File: src/rtl/ram_sp_arbiter_pkg.sv
`default_nettype none
// ============================================================================
// Module   : ram_arb_pkg
// Purpose  : Shared types and constants for the two-requester single-port RAM
//            arbiter: default bus widths, FSM state encoding and requester ids.
// Ports    : none (package)
// Revision : 1.0 - initial release
// ============================================================================
package ram_arb_pkg;

    localparam int ADDR_W_DEF = 6;
    localparam int DATA_W_DEF = 8;

    typedef enum logic {
        ST_INIT = 1'b0,
        ST_RUN  = 1'b1
    } arb_state_t;

    // Requester ids double as bit positions in the req/gnt vectors.
    localparam logic REQ_A = 1'b0;
    localparam logic REQ_B = 1'b1;

endpackage
`default_nettype wire

File: src/rtl/ram_sp_arbiter_if.sv
`default_nettype none
// ============================================================================
// Module   : ram_sp_arbiter_if
// Purpose  : Bundles requester A/B handshakes, the shared RAM port and the
//            busy flag of ram_sp_arbiter.
// Ports    : a_* / b_*  requester request, grant and read-return signals
//            ram_*      single-port RAM command and read data
//            busy       clear in progress
// Modports : slave  - the arbiter
//            master - the environment (requesters and RAM)
// Revision : 1.0 - initial release
// ============================================================================
interface ram_sp_arbiter_if
    import ram_arb_pkg::*;
#(
    parameter int ADDR_W = ADDR_W_DEF,
    parameter int DATA_W = DATA_W_DEF
);

    logic              a_req;
    logic              a_we;
    logic [ADDR_W-1:0] a_addr;
    logic [DATA_W-1:0] a_wdata;
    logic              a_gnt;
    logic              a_rvalid;
    logic [DATA_W-1:0] a_rdata;

    logic              b_req;
    logic              b_we;
    logic [ADDR_W-1:0] b_addr;
    logic [DATA_W-1:0] b_wdata;
    logic              b_gnt;
    logic              b_rvalid;
    logic [DATA_W-1:0] b_rdata;

    logic              ram_we;
    logic [ADDR_W-1:0] ram_addr;
    logic [DATA_W-1:0] ram_din;
    logic [DATA_W-1:0] ram_dout;

    logic              busy;

    modport slave (
        input  a_req, a_we, a_addr, a_wdata,
        input  b_req, b_we, b_addr, b_wdata,
        input  ram_dout,
        output a_gnt, a_rvalid, a_rdata,
        output b_gnt, b_rvalid, b_rdata,
        output ram_we, ram_addr, ram_din,
        output busy
    );

    modport master (
        output a_req, a_we, a_addr, a_wdata,
        output b_req, b_we, b_addr, b_wdata,
        output ram_dout,
        input  a_gnt, a_rvalid, a_rdata,
        input  b_gnt, b_rvalid, b_rdata,
        input  ram_we, ram_addr, ram_din,
        input  busy
    );

endinterface
`default_nettype wire

File: src/rtl/ram_sp_arbiter_rr_arb2.sv
`default_nettype none
// ============================================================================
// Module   : rr_arb2
// Purpose  : Two-way round-robin arbiter. Grants are combinational; the
//            priority pointer flips to the other requester after each grant.
// Ports    : clk, rst  clock and synchronous active-high reset
//            en        grants are forced to zero while low
//            req[1:0]  request vector (bit REQ_A, bit REQ_B)
//            gnt[1:0]  one-hot grant, or zero
// Revision : 1.0 - initial release
// ============================================================================
module rr_arb2
    import ram_arb_pkg::*;
(
    input  wire logic       clk,
    input  wire logic       rst,
    input  wire logic       en,
    input  wire logic [1:0] req,
    output logic      [1:0] gnt
);

    // Id of the requester that wins when both request.
    logic r_pref;

    always_comb begin
        gnt = 2'b00;
        if (en) begin
            case (req)
                2'b01:   gnt = 2'b01;
                2'b10:   gnt = 2'b10;
                2'b11:   gnt = (r_pref == REQ_A) ? 2'b01 : 2'b10;
                default: gnt = 2'b00;
            endcase
        end
    end

    always_ff @(posedge clk) begin
        if (rst) begin
            r_pref <= REQ_A;
        end else if (gnt[REQ_A]) begin
            r_pref <= REQ_B;
        end else if (gnt[REQ_B]) begin
            r_pref <= REQ_A;
        end
    end

endmodule
`default_nettype wire

File: src/rtl/ram_sp_arbiter.sv
`default_nettype none
// ============================================================================
// Module   : ram_sp_arbiter
// Purpose  : Shares one single-port RAM (registered read address, write-first)
//            between requesters A and B. One access per cycle, round-robin
//            priority, read data returned one cycle after the grant.
//            Build option RAM_CLEAR_EN: after reset every word is written with
//            INIT_VAL (one word per cycle) and requesters stall meanwhile.
// Ports    : clk   system clock
//            rst   synchronous active-high reset
//            bus   ram_sp_arbiter_if.slave (requester A/B, RAM port, busy)
// Revision : 1.0 - initial release
// ============================================================================
module ram_sp_arbiter
    import ram_arb_pkg::*;
#(
    parameter int              ADDR_W   = ADDR_W_DEF,
    parameter int              DATA_W   = DATA_W_DEF,
    parameter logic [DATA_W-1:0] INIT_VAL = '0
)(
    input  wire logic          clk,
    input  wire logic          rst,
    ram_sp_arbiter_if.slave    bus
);

    localparam int DEPTH = 2 ** ADDR_W;

    arb_state_t        r_state;
    arb_state_t        w_state_nxt;
    logic [1:0]        w_req;
    logic [1:0]        w_gnt;
    logic              w_arb_en;
    logic [ADDR_W-1:0] w_clr_addr;
    logic              w_clr_last;
    logic              r_a_rvalid;
    logic              r_b_rvalid;

`ifdef RAM_CLEAR_EN
    localparam arb_state_t ST_RESET = ST_INIT;

    logic [ADDR_W-1:0] r_clr_cnt;

    // Walks 0..DEPTH-1 while clearing; wraps back to 0 on the last write.
    always_ff @(posedge clk) begin
        if (rst) begin
            r_clr_cnt <= '0;
        end else if (r_state == ST_INIT) begin
            r_clr_cnt <= r_clr_cnt + 1'b1;
        end
    end

    assign w_clr_addr = r_clr_cnt;
    assign w_clr_last = (r_clr_cnt == ADDR_W'(DEPTH - 1));
    assign bus.busy   = (r_state == ST_INIT);
`else
    localparam arb_state_t ST_RESET = ST_RUN;

    assign w_clr_addr = '0;
    assign w_clr_last = 1'b1;
    assign bus.busy   = 1'b0;
`endif

    // ------------------------------------------------------------------
    // State register and next-state logic
    // ------------------------------------------------------------------
    always_ff @(posedge clk) begin
        if (rst) begin
            r_state <= ST_RESET;
        end else begin
            r_state <= w_state_nxt;
        end
    end

    always_comb begin
        w_state_nxt = r_state;
        case (r_state)
            ST_INIT: if (w_clr_last) w_state_nxt = ST_RUN;
            ST_RUN:  w_state_nxt = ST_RUN;
            default: w_state_nxt = ST_RUN;
        endcase
    end

    // ------------------------------------------------------------------
    // Arbitration
    // ------------------------------------------------------------------
    assign w_req    = {bus.b_req, bus.a_req};
    assign w_arb_en = (r_state == ST_RUN) && !rst;

    rr_arb2 u_rr_arb2 (
        .clk (clk),
        .rst (rst),
        .en  (w_arb_en),
        .req (w_req),
        .gnt (w_gnt)
    );

    assign bus.a_gnt = w_gnt[REQ_A];
    assign bus.b_gnt = w_gnt[REQ_B];

    // ------------------------------------------------------------------
    // RAM port mux: clear writes take the port in INIT, otherwise the
    // granted requester drives it; idle port is all zeros.
    // ------------------------------------------------------------------
    always_comb begin
        bus.ram_we   = 1'b0;
        bus.ram_addr = '0;
        bus.ram_din  = '0;
        if (!rst) begin
            if (r_state == ST_INIT) begin
                bus.ram_we   = 1'b1;
                bus.ram_addr = w_clr_addr;
                bus.ram_din  = INIT_VAL;
            end else if (w_gnt[REQ_A]) begin
                bus.ram_we   = bus.a_we;
                bus.ram_addr = bus.a_addr;
                bus.ram_din  = bus.a_wdata;
            end else if (w_gnt[REQ_B]) begin
                bus.ram_we   = bus.b_we;
                bus.ram_addr = bus.b_addr;
                bus.ram_din  = bus.b_wdata;
            end
        end
    end

    // ------------------------------------------------------------------
    // Read return: the RAM registers the granted address at the end of the
    // grant cycle, so its output is the read data in the following cycle.
    // ------------------------------------------------------------------
    always_ff @(posedge clk) begin
        if (rst) begin
            r_a_rvalid <= 1'b0;
            r_b_rvalid <= 1'b0;
        end else begin
            r_a_rvalid <= w_gnt[REQ_A] & ~bus.a_we;
            r_b_rvalid <= w_gnt[REQ_B] & ~bus.b_we;
        end
    end

    // A reset arriving the cycle after a read grant drops that rvalid at once.
    assign bus.a_rvalid = r_a_rvalid & ~rst;
    assign bus.b_rvalid = r_b_rvalid & ~rst;
    assign bus.a_rdata  = bus.ram_dout;
    assign bus.b_rdata  = bus.ram_dout;

endmodule
`default_nettype wire

File: src/flat_wrapper.sv
// flat-port wrapper written by rule: the top's interface ports become plain ports
module ram_sp_arbiter_flat import ram_arb_pkg::*;
#(
    parameter int              ADDR_W   = ADDR_W_DEF,
    parameter int              DATA_W   = DATA_W_DEF,
    parameter logic [DATA_W-1:0] INIT_VAL = '0
)
  (clk, rst, bus_a_req, bus_a_we, bus_a_addr, bus_a_wdata, bus_b_req, bus_b_we, bus_b_addr, bus_b_wdata, bus_ram_dout, bus_a_gnt, bus_a_rvalid, bus_a_rdata, bus_b_gnt, bus_b_rvalid, bus_b_rdata, bus_ram_we, bus_ram_addr, bus_ram_din, bus_busy);
  ram_sp_arbiter_if #(.ADDR_W(ADDR_W), .DATA_W(DATA_W)) bus_i ();
  input  wire logic clk;
  input  wire logic rst;
  input wire logic [$bits(bus_i.a_req)-1:0] bus_a_req;
  input wire logic [$bits(bus_i.a_we)-1:0] bus_a_we;
  input wire logic [$bits(bus_i.a_addr)-1:0] bus_a_addr;
  input wire logic [$bits(bus_i.a_wdata)-1:0] bus_a_wdata;
  input wire logic [$bits(bus_i.b_req)-1:0] bus_b_req;
  input wire logic [$bits(bus_i.b_we)-1:0] bus_b_we;
  input wire logic [$bits(bus_i.b_addr)-1:0] bus_b_addr;
  input wire logic [$bits(bus_i.b_wdata)-1:0] bus_b_wdata;
  input wire logic [$bits(bus_i.ram_dout)-1:0] bus_ram_dout;
  output wire logic [$bits(bus_i.a_gnt)-1:0] bus_a_gnt;
  output wire logic [$bits(bus_i.a_rvalid)-1:0] bus_a_rvalid;
  output wire logic [$bits(bus_i.a_rdata)-1:0] bus_a_rdata;
  output wire logic [$bits(bus_i.b_gnt)-1:0] bus_b_gnt;
  output wire logic [$bits(bus_i.b_rvalid)-1:0] bus_b_rvalid;
  output wire logic [$bits(bus_i.b_rdata)-1:0] bus_b_rdata;
  output wire logic [$bits(bus_i.ram_we)-1:0] bus_ram_we;
  output wire logic [$bits(bus_i.ram_addr)-1:0] bus_ram_addr;
  output wire logic [$bits(bus_i.ram_din)-1:0] bus_ram_din;
  output wire logic [$bits(bus_i.busy)-1:0] bus_busy;
  assign bus_i.a_req = bus_a_req;
  assign bus_i.a_we = bus_a_we;
  assign bus_i.a_addr = bus_a_addr;
  assign bus_i.a_wdata = bus_a_wdata;
  assign bus_i.b_req = bus_b_req;
  assign bus_i.b_we = bus_b_we;
  assign bus_i.b_addr = bus_b_addr;
  assign bus_i.b_wdata = bus_b_wdata;
  assign bus_i.ram_dout = bus_ram_dout;
  assign bus_a_gnt = bus_i.a_gnt;
  assign bus_a_rvalid = bus_i.a_rvalid;
  assign bus_a_rdata = bus_i.a_rdata;
  assign bus_b_gnt = bus_i.b_gnt;
  assign bus_b_rvalid = bus_i.b_rvalid;
  assign bus_b_rdata = bus_i.b_rdata;
  assign bus_ram_we = bus_i.ram_we;
  assign bus_ram_addr = bus_i.ram_addr;
  assign bus_ram_din = bus_i.ram_din;
  assign bus_busy = bus_i.busy;
  ram_sp_arbiter #(.ADDR_W(ADDR_W), .DATA_W(DATA_W), .INIT_VAL(INIT_VAL)) u_core (.clk(clk), .rst(rst), .bus(bus_i));
endmodule
File: config.mk
export PLATFORM = sky130hd
export DESIGN_NAME = ram_sp_arbiter_flat
export DESIGN_NICKNAME = d
export VERILOG_FILES = /design/src/rtl/ram_sp_arbiter_pkg.sv /design/src/rtl/ram_sp_arbiter_if.sv /design/src/rtl/ram_sp_arbiter_rr_arb2.sv /design/src/rtl/ram_sp_arbiter.sv /design/src/flat_wrapper.sv
export SDC_FILE = /design/constraint.sdc
export NUM_CORES = 1
export LEC_CHECK = 0
export CORE_MARGIN = 1.5
export CORE_UTILIZATION = 23
export DETAILED_ROUTE_END_ITERATION = 12
export PLACE_DENSITY = 0.89
export SKIP_CTS_REPAIR_TIMING = 1
export SLEW_MARGIN = 5
export SYNTH_ARGS = -nofsm -noshare
export SYNTH_HDL_FRONTEND = slang
export SYNTH_SLANG_ARGS = --single-unit
File: constraint.sdc
create_clock -name clk -period 1.3 [get_ports clk]
set_input_delay 0.26 -clock clk [delete_from_list [all_inputs] [get_ports clk]]
set_output_delay 0.26 -clock clk [all_outputs]
set_load 0.01 [all_outputs]
==> out/qor.yml <==
slowest_stage: "dfxtp_2"
layout-drive-gt1-share_pct: 29.82
timing.rr.start: "u_core.u_rr_arb2.r_pref"
fp-row-count: 16
hold_end: "u_core.r_a_rvalid"
finalCritPeriodShare_pct: 119.9
clkTransAtPathRegs_ns: 0.04
synth_nets: 113
area_growth_pct: 104.1
drt-initial-drc-count: 12
ys_types: 15
cts_made_buffers: 3
finalMaxSlewViolations: 0
gp_congestion: 0.6953
track_usage_pct: 14.78
drt-total-wl_microns: 2131
vias_per_cell: 4.993
dr_total_vias: 704
cts_sinks: 3
fin_ws_ns: -0.2585
die_x_microns: 50.34
max_cap_violations: 0
path_cells: "a21boi_4, buf_12, a32oi_1, nor2_1, buf_2"
dpl.hpwl_microns: 1373
critical_path_class: "register to output pin"
ir_worst_vdd_mv: 0.5059
min_period_ns: 1.559
synth.top_cell.area_share_pct: 25.49
hp-start: "bus_a_req"
setup_violations: 16
ys_ff_latch: 3
drt_pre_antenna_iters: 4
yosys-top-cells-area: "a32oi_1, buf_4, nor2_1"
min_path_type: "input pin to register"
cp.required_ns: 1.04
power.total_mw: 0.6041
worstHoldPathCells: 4
seqPwrFrac_pct: 16.9
internal-power_mw: 0.4172
critical_path_arrival_ns: 1.30
route.detailed.drc: 0
syn_inst: 71
synth_flop_cell: "dfxtp_1"
avgSynthCellArea_sq_um: 7.260
n_fill_cell: 208
skew_ns: 0.0006724
crit_fanout: 8
yosysMostFrequentCell: "nor2_1"
rrSetupSlack_ns: 0.28
die_y_microns: 50.34
ys_warn_count: 0
syn_area_sq_um: 515.5
rsz0062_at_grt: "yes"
switching_share_pct: 30.94
io_buffer_count: 52
status: "finished with violations"
final_hold_viol_count: 0
clkLatencyLatePin_ns: 0.23
cts_tree: "yes"
yosysSeqAreaShare_pct: 11.65
die_area_sq_mm: 0.002534
ioPinCount: 78
fmax_ghz: 0.6416
synth_top_area_cell: "a32oi_1"
cp_slowest_stage_delay_ns: 0.33
utilization_pct: 51.53
rr_worst_depth: 5
cts_root_buffer: "clkbuf_4"
reg2reg_to: "u_core.r_b_rvalid"
grt-ovfl-total: 0
switchingPower_mw: 0.1869
nNetsFinal: 157
p_clk_share_pct: 27.4
setup_tns_ns: -3.427
antenna_cells: 0
initial_utilization_pct: 25.25
cts_buffer_depth: 2
postRouteAntennaNets: 0
power_frac_comb_pct: 55.8
grt_pass1_wl_microns: 2884
htreeDepth: 1
async_flop_share_pct: 0
p_leak_nw: 0.5573
power_density_mw_per_mm2: 574.1
grt_max_degree: 23
synth_edf_count: 0
endpoint_kind: "output pin"
start_kind: "register"
pre_cts_slack_ns: -0.8862
grt_pass1_vias: 641
routedWlPerCell_microns: 15.11
core_sq_mm: 0.002042
violations: "negative setup slack"
netlist_top_cells_count: "nor2_1, buf_4, a32oi_1, buf_6"
antenna_found_initial: 0
per-stage QoR:
step	instances	area, sq um	hold slack [ns]
floorplan	71	515.5	0.3309
global placement	134	975.9	0.5201
detailed placement	134	975.9	0.5201
CTS	138	1002	0.5201
global route	141	1052	0.5200
finish	141	1052	0.5070
cell usage in the layout, fill, tap and decap left out:
master | Yosys | final
nor2_2 | 0 | 1
buf_6 | 5 | 1
buf_4 | 17 | 4
nor3_2 | 1 | 1
a32oi_1 | 15 | 13
clkbuf_4 | 0 | 3
nand2_1 | 3 | 3
clkbuf_1 | 1 | 1
nor3_1 | 1 | 1
nor2b_1 | 2 | 2
a32oi_2 | 0 | 2
buf_12 | 0 | 3
dlymetal6s2s_1 | 0 | 9
a21boi_4 | 0 | 1
nand2b_4 | 0 | 1
o21ai_0 | 1 | 1
clkbuf_16 | 0 | 2
conb_1 | 1 | 1
nor2_1 | 18 | 17
clkdlybuf4s50_1 | 0 | 30
dfxtp_2 | 0 | 1
buf_2 | 0 | 8
clkbuf_2 | 0 | 6
dfxtp_1 | 3 | 2
how the worst max path moves through the flow:
stage | endpoint | cells past startpoint | start
global route | bus_ram_addr[0] | 5 | u_core.u_rr_arb2.r_pref
detailed placement | bus_ram_din[7] | 6 | bus_a_req
global placement | bus_ram_din[6] | 6 | bus_a_req
floorplan | bus_ram_addr[2] | 5 | bus_b_req
CTS | bus_ram_din[7] | 6 | bus_a_req
finish | bus_ram_din[7] | 5 | u_core.u_rr_arb2.r_pref
metal layers:
layer  wire, microns  track usage, %  vias up
met1             844           14.44      313
met5               0               0        -
li1                -               -      325
met3             248           5.655        5
met2            1028           27.85       61
met4              10           5.405        0
kinds of logic (layout without fill, tap and decap cells):
group	Yosys count	in the layout	synth area share, %
other	1	1	0.7275
buffers and inverters	24	67	37.13
AO/OA/AOI/OAI	17	17	28.64
AND/OR/NAND/NOR	26	26	21.84
flip-flops	3	3	11.65
power by group through the flow:
stage | registers (mW) | clock network [mW] | logic [mW]
CTS | 0.100 | 0.174 | 0.327
global placement | 0.102 | 0 | 0.318
floorplan | 0.101 | 0 | 0.174
global route | 0.102 | 0.180 | 0.362
finish | 0.102 | 0.165 | 0.337
detailed placement | 0.102 | 0 | 0.325
state kept, by name, indices dropped and copies added, names as in the netlist:
signal                   flops
u_core.u_rr_arb2.r_pref      1
u_core.r_a_rvalid            1
u_core.r_b_rvalid            1
cell type report:
| cell class | instances | area [sq um] | area share [%] |
|---|---|---|---|
| timing repair buffer | 63 | 634.4 | 60.29 |
| multi-input combinational | 44 | 296.5 | 28.18 |
| sequential | 3 | 61.31 | 5.826 |
| tap | 27 | 33.78 | 3.210 |
| clock buffer | 4 | 26.28 | 2.497 |
critical path, delay by kind of cell (launching register included):
family                 cells  cell delay [ns]
DFF                        1             0.33
buffers and inverters      2             0.31
and+or+nand+nor            1             0.16
AOI/OAI and AO/OA          2             0.26
(Power assumes the default switching activity.)
